### config.mk
export PLATFORM = sky130hd
export DESIGN_NAME = rx_phase_downsampler
export DESIGN_NICKNAME = d
export VERILOG_FILES = /design/src/rtl/rx_ds_pkg.sv /design/src/rtl/rx_ds_energy_acc.sv /design/src/rtl/rx_phase_downsampler.sv
export SDC_FILE = /design/constraint.sdc
export NUM_CORES = 1
export LEC_CHECK = 0
export CAP_MARGIN = 40
export CELL_PAD_IN_SITES_DETAIL_PLACEMENT = 1
export CELL_PAD_IN_SITES_GLOBAL_PLACEMENT = 1
export CORE_AREA = 2 2 39 41
export CTS_BUF_LIST = sky130_fd_sc_hd__clkbuf_8
export DETAILED_ROUTE_END_ITERATION = 16
export DIE_AREA = 0 0 41 43
export PLACE_DENSITY_LB_ADDON = 0.15
export REMOVE_ABC_BUFFERS = 1
export SLEW_MARGIN = 20
export SYNTH_ARGS = -nofsm -noshare
export SYNTH_HDL_FRONTEND = slang
export SYNTH_SLANG_ARGS = --single-unit
### constraint.sdc
create_clock -name clk -period 1 [get_ports clk]
set_clock_uncertainty 0.1 [all_clocks]
set_input_delay 0.2 -clock clk [delete_from_list [all_inputs] [get_ports clk]]
set_output_delay 0.2 -clock clk [all_outputs]
set_load 0.02 [all_outputs]
### src/rtl/rx_ds_pkg.sv
// rtl/rx_ds_pkg.sv - shared types, defaults and helpers for the rx phase downsampler
// Contents:
//   NBAUD_DEF, DW_DEF, WIN_LOG2_DEF : default parameter values
//   rx_ds_state_e                   : phase-selection state (MANUAL, ACQ, SEL, DONE)
//   abs_sat()                       : magnitude of a dw-bit two's complement value,
//                                     with the most negative code clamped to 2^(dw-1)-1
package rx_ds_pkg;

  localparam int NBAUD_DEF    = 4;
  localparam int DW_DEF       = 8;
  localparam int WIN_LOG2_DEF = 9;

  typedef enum logic [1:0] {
    MANUAL = 2'd0,
    ACQ    = 2'd1,
    SEL    = 2'd2,
    DONE   = 2'd3
  } rx_ds_state_e;

  // x must already be sign-extended from dw bits; the result fits in dw-1 bits.
  function automatic logic [31:0] abs_sat(input logic signed [31:0] x, input int dw);
    logic [31:0] lim;
    lim = (32'd1 << (dw - 1)) - 32'd1;
    if (!x[31]) return $unsigned(x);
    if (x == (-$signed(lim) - 32'sd1)) return lim;
    return $unsigned(-x);
  endfunction

endpackage

### src/rtl/rx_ds_energy_acc.sv
// rtl/rx_ds_energy_acc.sv - one saturating-magnitude energy accumulator
// Ports:
//   clk, rst : clock, synchronous active-high reset
//   clr      : clear the accumulator (wins over add)
//   add      : add |sample| this cycle
//   sample   : two's complement sample, DW bits
//   acc      : running sum of magnitudes, AW bits
module rx_ds_energy_acc
  import rx_ds_pkg::*;
#(
  parameter int DW = DW_DEF,
  parameter int AW = DW_DEF - 1 + WIN_LOG2_DEF
) (
  input  logic          clk,
  input  logic          rst,
  input  logic          clr,
  input  logic          add,
  input  logic [DW-1:0] sample,
  output logic [AW-1:0] acc
);

  logic [31:0] mag;
  logic        unused_mag_hi;

  assign mag = abs_sat(32'(signed'(sample)), DW);
  // Bits above DW-2 are always zero after saturation.
  assign unused_mag_hi = ^mag[31:DW-1];

  always_ff @(posedge clk) begin
    if (rst || clr) begin
      acc <= '0;
    end else if (add) begin
      acc <= acc + AW'(mag[DW-2:0]);
    end
  end

endmodule

### src/rtl/rx_phase_downsampler.sv
// rtl/rx_phase_downsampler.sv - selects one of NBAUD sampling phases and slices it to a hard bit
// Build option: RX_DS_AUTO_PHASE_EN enables max-energy automatic phase acquisition;
// without it the block is manual-only and i_auto is ignored.
// Ports:
//   clk, rst     : clock, synchronous active-high reset
//   i_enable     : one strobe per oversampled sample
//   i_sample     : signed filter output (DW bits), valid with i_enable
//   i_auto       : 1 = automatic phase acquisition, 0 = manual phase
//   i_phase_man  : manual phase
//   o_bit        : sign of the selected sample (held between decisions)
//   o_bit_valid  : one-cycle strobe per decided bit
//   o_phase      : phase in use
//   o_locked     : o_phase is final
module rx_phase_downsampler
  import rx_ds_pkg::*;
#(
  parameter int NBAUD    = NBAUD_DEF,
  parameter int DW       = DW_DEF,
  parameter int WIN_LOG2 = WIN_LOG2_DEF
) (
  input  logic                     clk,
  input  logic                     rst,
  input  logic                     i_enable,
  input  logic [DW-1:0]            i_sample,
  input  logic                     i_auto,
  input  logic [$clog2(NBAUD)-1:0] i_phase_man,
  output logic                     o_bit,
  output logic                     o_bit_valid,
  output logic [$clog2(NBAUD)-1:0] o_phase,
  output logic                     o_locked
);

  localparam int PW = $clog2(NBAUD);

  logic [PW-1:0] pc;
  logic [PW-1:0] phase_q;
  logic          locked_q;
  logic          bit_q;
  logic          bit_valid_q;
  logic          phase_manual;
  logic [PW-1:0] use_phase;

  // Free-running phase counter; NBAUD is a power of two so it wraps naturally.
  always_ff @(posedge clk) begin
    if (rst) begin
      pc <= '0;
    end else if (i_enable) begin
      pc <= pc + PW'(1);
    end
  end

  // In manual mode the live i_phase_man is compared so a change applies to the next strobe.
  assign use_phase = phase_manual ? i_phase_man : phase_q;

  always_ff @(posedge clk) begin
    if (rst) begin
      bit_q       <= 1'b0;
      bit_valid_q <= 1'b0;
    end else begin
      bit_valid_q <= 1'b0;
      if (i_enable && locked_q && (pc == use_phase)) begin
        bit_q       <= i_sample[DW-1];
        bit_valid_q <= 1'b1;
      end
    end
  end

`ifdef RX_DS_AUTO_PHASE_EN
  localparam int AW = DW - 1 + WIN_LOG2;

  rx_ds_state_e        state, state_d;
  logic                auto_q;
  logic [WIN_LOG2-1:0] sym_cnt, sym_cnt_d;
  logic [PW-1:0]       scan, scan_d;
  logic [PW-1:0]       best_idx, best_idx_d;
  logic [AW-1:0]       best_val, best_val_d;
  logic [PW-1:0]       phase_d;
  logic                locked_d;
  logic                acc_clr;
  logic                add_en;
  logic [AW-1:0]       acc [NBAUD];

  for (genvar g = 0; g < NBAUD; g++) begin : g_acc
    rx_ds_energy_acc #(
      .DW (DW),
      .AW (AW)
    ) u_acc (
      .clk    (clk),
      .rst    (rst),
      .clr    (acc_clr),
      .add    (add_en && (pc == PW'(g))),
      .sample (i_sample),
      .acc    (acc[g])
    );
  end

  assign phase_manual = (state == MANUAL);

  always_ff @(posedge clk) begin
    if (rst) begin
      // Starting directly in ACQ keeps the first post-reset sample in the window.
      state    <= i_auto ? ACQ : MANUAL;
      auto_q   <= i_auto;
      sym_cnt  <= '0;
      scan     <= '0;
      best_idx <= '0;
      best_val <= '0;
      phase_q  <= '0;
      locked_q <= 1'b0;
    end else begin
      state    <= state_d;
      auto_q   <= i_auto;
      sym_cnt  <= sym_cnt_d;
      scan     <= scan_d;
      best_idx <= best_idx_d;
      best_val <= best_val_d;
      phase_q  <= phase_d;
      locked_q <= locked_d;
    end
  end

  always_comb begin
    state_d    = state;
    sym_cnt_d  = sym_cnt;
    scan_d     = scan;
    best_idx_d = best_idx;
    best_val_d = best_val;
    phase_d    = phase_q;
    locked_d   = locked_q;
    acc_clr    = 1'b0;
    add_en     = 1'b0;

    if (i_auto && !auto_q) begin
      state_d   = ACQ;
      acc_clr   = 1'b1;
      sym_cnt_d = '0;
      locked_d  = 1'b0;
    end else if (!i_auto && auto_q) begin
      state_d = MANUAL;
    end else begin
      case (state)
        MANUAL: begin
          phase_d  = i_phase_man;
          locked_d = 1'b1;
        end
        ACQ: begin
          locked_d = 1'b0;
          if (i_enable) begin
            add_en = 1'b1;
            if (pc == PW'(NBAUD - 1)) begin
              sym_cnt_d = sym_cnt + WIN_LOG2'(1);
              if (&sym_cnt) begin
                state_d    = SEL;
                scan_d     = '0;
                best_idx_d = '0;
                best_val_d = '0;
              end
            end
          end
        end
        SEL: begin
          // Strictly greater keeps the lowest index on ties; a zero start value
          // makes phase 0 the answer when every accumulator is empty.
          if (acc[scan] > best_val) begin
            best_val_d = acc[scan];
            best_idx_d = scan;
          end
          scan_d = scan + PW'(1);
          if (scan == PW'(NBAUD - 1)) begin
            state_d  = DONE;
            phase_d  = (acc[scan] > best_val) ? scan : best_idx;
            locked_d = 1'b1;
          end
        end
        DONE: begin
          locked_d = 1'b1;
        end
        default: begin
          state_d = MANUAL;
        end
      endcase
    end
  end
`else
  logic unused_in;

  assign phase_manual = 1'b1;
  assign unused_in    = i_auto ^ (^i_sample[DW-2:0]);

  always_ff @(posedge clk) begin
    if (rst) begin
      phase_q  <= '0;
      locked_q <= 1'b0;
    end else begin
      phase_q  <= i_phase_man;
      locked_q <= 1'b1;
    end
  end
`endif

  assign o_bit       = bit_q;
  assign o_bit_valid = bit_valid_q;
  assign o_phase     = phase_q;
  assign o_locked    = locked_q;

endmodule

### After elaboration in Yosys (flattened, before gate mapping)

Cells that the tools add are included.

| cells by class | value |
|---|---|
| shift operators | 0 |
| $mul | 0 |
| reductions and logical operators | 2 |
| bitwise logic cells | 0 |
| equal/unequal tests | 1 |
| add/sub/neg operators | 1 |
| div/mod/pow operators | 0 |
| muxes and demuxes | 2 |
| magnitude comparators | 0 |

Operator list:

| operator | number |
|---|---|
| 2-bit by 1-bit adder with 2-bit output, second input constant | 1 |
| 2-bit == test | 1 |
| 1-bit logical AND | 2 |
| 1-bit two-way mux | 2 |

| storage, ports and cells | value |
|---|---|
| memory bits (writable) | 0 |
| memories | 0 |
| latch bits | 0 |
| output and inout bits | 5 |
| register bits after elaboration | 7 |
| ROM bits | 0 |

### Logic depth before layout (Yosys ltp)

| logic depth | value |
|---|---|
| word-level depth | 3 |
| gate-level depth with buffers | 3 |

### Worst setup path before layout

Ideal clock, no wire load.

| timing path | value |
|---|---|
| kind | flip-flop to flip-flop |
| start point | register locked_q, in the netlist o_locked |
| end point | register bit_q, in the netlist o_bit |
| path slack | -0.039 ns |
| clock period less this slack | 1.039 ns |
| cell stages (with the launch flop) | 4 |
| data required time | 0.828 ns |
| data arrival time | 0.867 ns |
| buffers on the path | 0 |
| setup time | 0.072 ns |
| path through | dfxtp_1 nand2_1 nor3_2 mux2i_1 |

| between the ends | value |
|---|---|
| longest elaborated chain between the ends | 2 |

RTL lines:

| item | line | source |
|---|---|---|
| start, declared | rx_phase_downsampler.sv:37 | `logic locked_q;` |
| start signal, assigned | rx_phase_downsampler.sv:193 | `locked_q <= 1'b0;` |
| start signal, assigned | rx_phase_downsampler.sv:196 | `locked_q <= 1'b1;` |
| 1-bit logical AND (2 in series) | rx_phase_downsampler.sv:61 | `if (i_enable && locked_q && (pc == use_phase)) begin` |
| end signal, assigned | rx_phase_downsampler.sv:62 | `bit_q <= i_sample[DW-1];` |
| end, declared | rx_phase_downsampler.sv:38 | `logic bit_q;` |

Every way passes these cells.
A chain may end at the register's enable or synchronous reset.

### Final worst setup path

| timing path | value |
|---|---|
| start point | register pc[0] |
| end point | register bit_q, in the netlist o_bit |

| between the ends | value |
|---|---|
| longest elaborated chain between the ends | 2 |

RTL lines:

| item | line | source |
|---|---|---|
| start, declared | rx_phase_downsampler.sv:35 | `logic [PW-1:0] pc;` |
| start signal, assigned | rx_phase_downsampler.sv:48 | `pc <= pc + PW'(1);` |
| 2-bit == test | rx_phase_downsampler.sv:61 |  |
| 1-bit logical AND | rx_phase_downsampler.sv:61 |  |

Every way passes these cells.

==> results_dict.tcl <==
set metrics [dict create \
    run_status "finished, violations left" \
    violations "setup timing" \
    ir_drop_mv 0.708 \
    vias 209 \
    finalSetupViolCount 1 \
    wl_um 530 \
    boundaryPins 19 \
    critical_path_class "flop to flop" \
    yosys_warnings 0 \
    worstSetupStartpointType "flop" \
    crit_arrival_ns 1.07 \
    seq_area_frac_synth_pct 58.3 \
    viasPerCell 3.67 \
    drive_gt1_share_pct 46.3 \
    tritoncts.num_buffers 3 \
    r2r_slack_ns -0.01 \
    first_iter_violations 0 \
    die-area_mm2 0.00176 \
    placed_cells 53 \
    use_met2_pct 10.3 \
    worstHoldStart "i_phase_man[1]" \
    io_buffers 10 \
    drc 0 \
    setup_slack_ns -0.0138 \
    cts_num_sinks 7 \
    syn_avg_cell_area_um2 10.4 \
    n_antenna_cell 0 \
    clock.fmax_mhz 986 \
    rows 14 \
    clock_path_buffers 2 \
    final_core_util_pct 32.4 \
    layout.cells.most_common "buf_4" \
    met1_usage_pct 9.71 \
    leakage_nw 0.199 \
    worstMarginPinSlew_ns 0.218 \
    synth_seq_cells 7 \
    post-cts-setup-buffers 0 \
    grt_usage_pct 9.05 \
    initial_core_util_pct 17.4 \
    area_growth_pct 86.5 \
    slew_headroom_pct 85.3 \
    cts.clk_slew.worst_paths_ns 0.04 \
    ys_types 10 \
    final_cells 57 \
    mostFrequentLayoutCells "buf_4, dfxtp_1" \
    fill_cells 170 \
    p_per_area_mw_per_mm2 1800 \
    grt_busiest_layer "met2" \
    r2r_start "pc[0]" \
    cts_tree "done" \
    power_uw 806 \
    ctsRootBufferMaster "clkbuf_8" \
    die_h_um 43 \
    hold_viol_final 0 \
    clk_latency_ns 0.23 \
    h-tree-depth 1 \
    syn_inst 23 \
    core_mm2 0.00138 \
    grt_pass1_vias 216 \
    report.final.slew_viol_count 0 \
    post_drt_wl_per_cell_um 9.30 \
    period_share_pct 101 \
    die-width_um 41 \
    holdCritPathClass "input port to flop" \
    antenna_found_initial 0 \
    cp_data_required_time_ns 1.05 \
    r2r-end "o_bit" \
    hold_depth 2 \
    finalHoldWorstSlack_ns 0.286 \
    end_kind "flop" \
    ant_nets 0 \
    grt_max_degree 5 \
    layout_min_cycle_time_ns 1.01 \
    drtPass1Iterations 1 \
    grt_pass1_wl_um 945 \
    drv_cap 0 \
    worstPathMaxFanout 2 \
    dp_hpwl_um 399 \
    worstRegToRegCells 3 \
    grt_use_met3_pct 9.42 \
    place_congestion 0.681 \
    rsz0062_at_grt "yes" \
    syn_area_um2 240 \
    grt_overflow 0 \
    hold_end "o_phase[1]" \
    fin_nets 56 \
    finalSetupTns_ns -0.0138 \
]
-- layer usage --
layer | routed length (um) | vias up
met3 | 61 | 2
met5 | 0 | -
met2 | 239 | 9
li1 | - | 105
met1 | 215 | 93
met4 | 13 | 0
-- worst max path at each step --
stage                        start  endpoint  slack (ns)  depth (start not counted)
finish                       pc[0]     o_bit       -0.01                          3
global route                 pc[0]     o_bit       -0.06                          3
CTS                          pc[0]     o_bit       -0.03                          3
detailed placement  i_phase_man[0]     o_bit       -0.38                          4
global placement    i_phase_man[0]     o_bit       -0.38                          4
floorplan                 o_locked     o_bit       -0.04                          3
-- state kept, by name (all words and copies together) (netlist names) --
name and flops:
o_bit 1, o_locked 1, o_phase 2, pc 2
o_bit_valid 1
-- layout make-up --
| type | count | area (um^2) | share of cell area, % |
|---|---|---|---|
| flip-flops and latches | 7 | 144 | 32.1 |
| repair buffers | 14 | 121 | 27.1 |
| inverters | 1 | 3.75 | 0.838 |
| well taps | 16 | 20.0 | 4.47 |
| multi-input cells | 15 | 114 | 25.4 |
| clock inverters | 1 | 3.75 | 0.838 |
| clock buffers | 3 | 41.3 | 9.22 |
-- per-stage QoR --
step / setup WS, ns / area, um^2
finish: -0.0138 / 448
floorplan: -0.0390 / 240
detailed placement: -0.381 / 390
CTS: -0.0263 / 437
global route: -0.0615 / 448
global placement: -0.382 / 390
-- timing repair --
| item | 4_1_cts | 5_1_grt |
|---|---|---|
| gates cloned | 0 | 0 |
| hold buffers | 0 | 0 |
| gates resized for setup | 32 | 4 |
| hold endpoints to repair | 0 | 0 |
| setup endpoints to repair | 8 | 7 |
| pin swaps | 2 | 0 |
-- synthesized netlist by cell type --
| cell | n | share of area, % |
|---|---|---|
| inv_1 | 1 | 1.6 |
| xor2_1 | 3 | 11 |
| nor3_2 | 1 | 4.2 |
| nor2_1 | 2 | 3.1 |
| nor4_1 | 1 | 2.6 |
| dfxtp_1 | 7 | 58 |
| xnor2_1 | 1 | 3.6 |
| mux2i_1 | 1 | 4.2 |
| nor2b_1 | 2 | 5.2 |
| nand2_1 | 4 | 6.2 |
-- critical path, cell delays in order, from the launching register on --
cell and delay (ns):
dfxtp_2 0.32, xor2_2 0.15, nor3_2 0.18, mux2i_1 0.19
-- power breakdown --
part           switching, mW  internal [mW]  leakage [nW]
Sequential            0.0118          0.300        0.0585
Combinational         0.0489         0.0600         0.114
Clock                  0.120          0.265        0.0269
-- cell families (layout without fill, tap and decap cells) --
family                 count (synthesis)  in the layout  share of synthesized area (%)
XOR/XNOR                               4              4                           14.6
buffers and inverters                  1             19                           1.56
flip-flops                             7              7                           58.3
multiplexers                           1              1                           4.17
AND/OR/NAND/NOR                       10             10                           21.4
No activity file was read; power rests on OpenSTA's default activity.
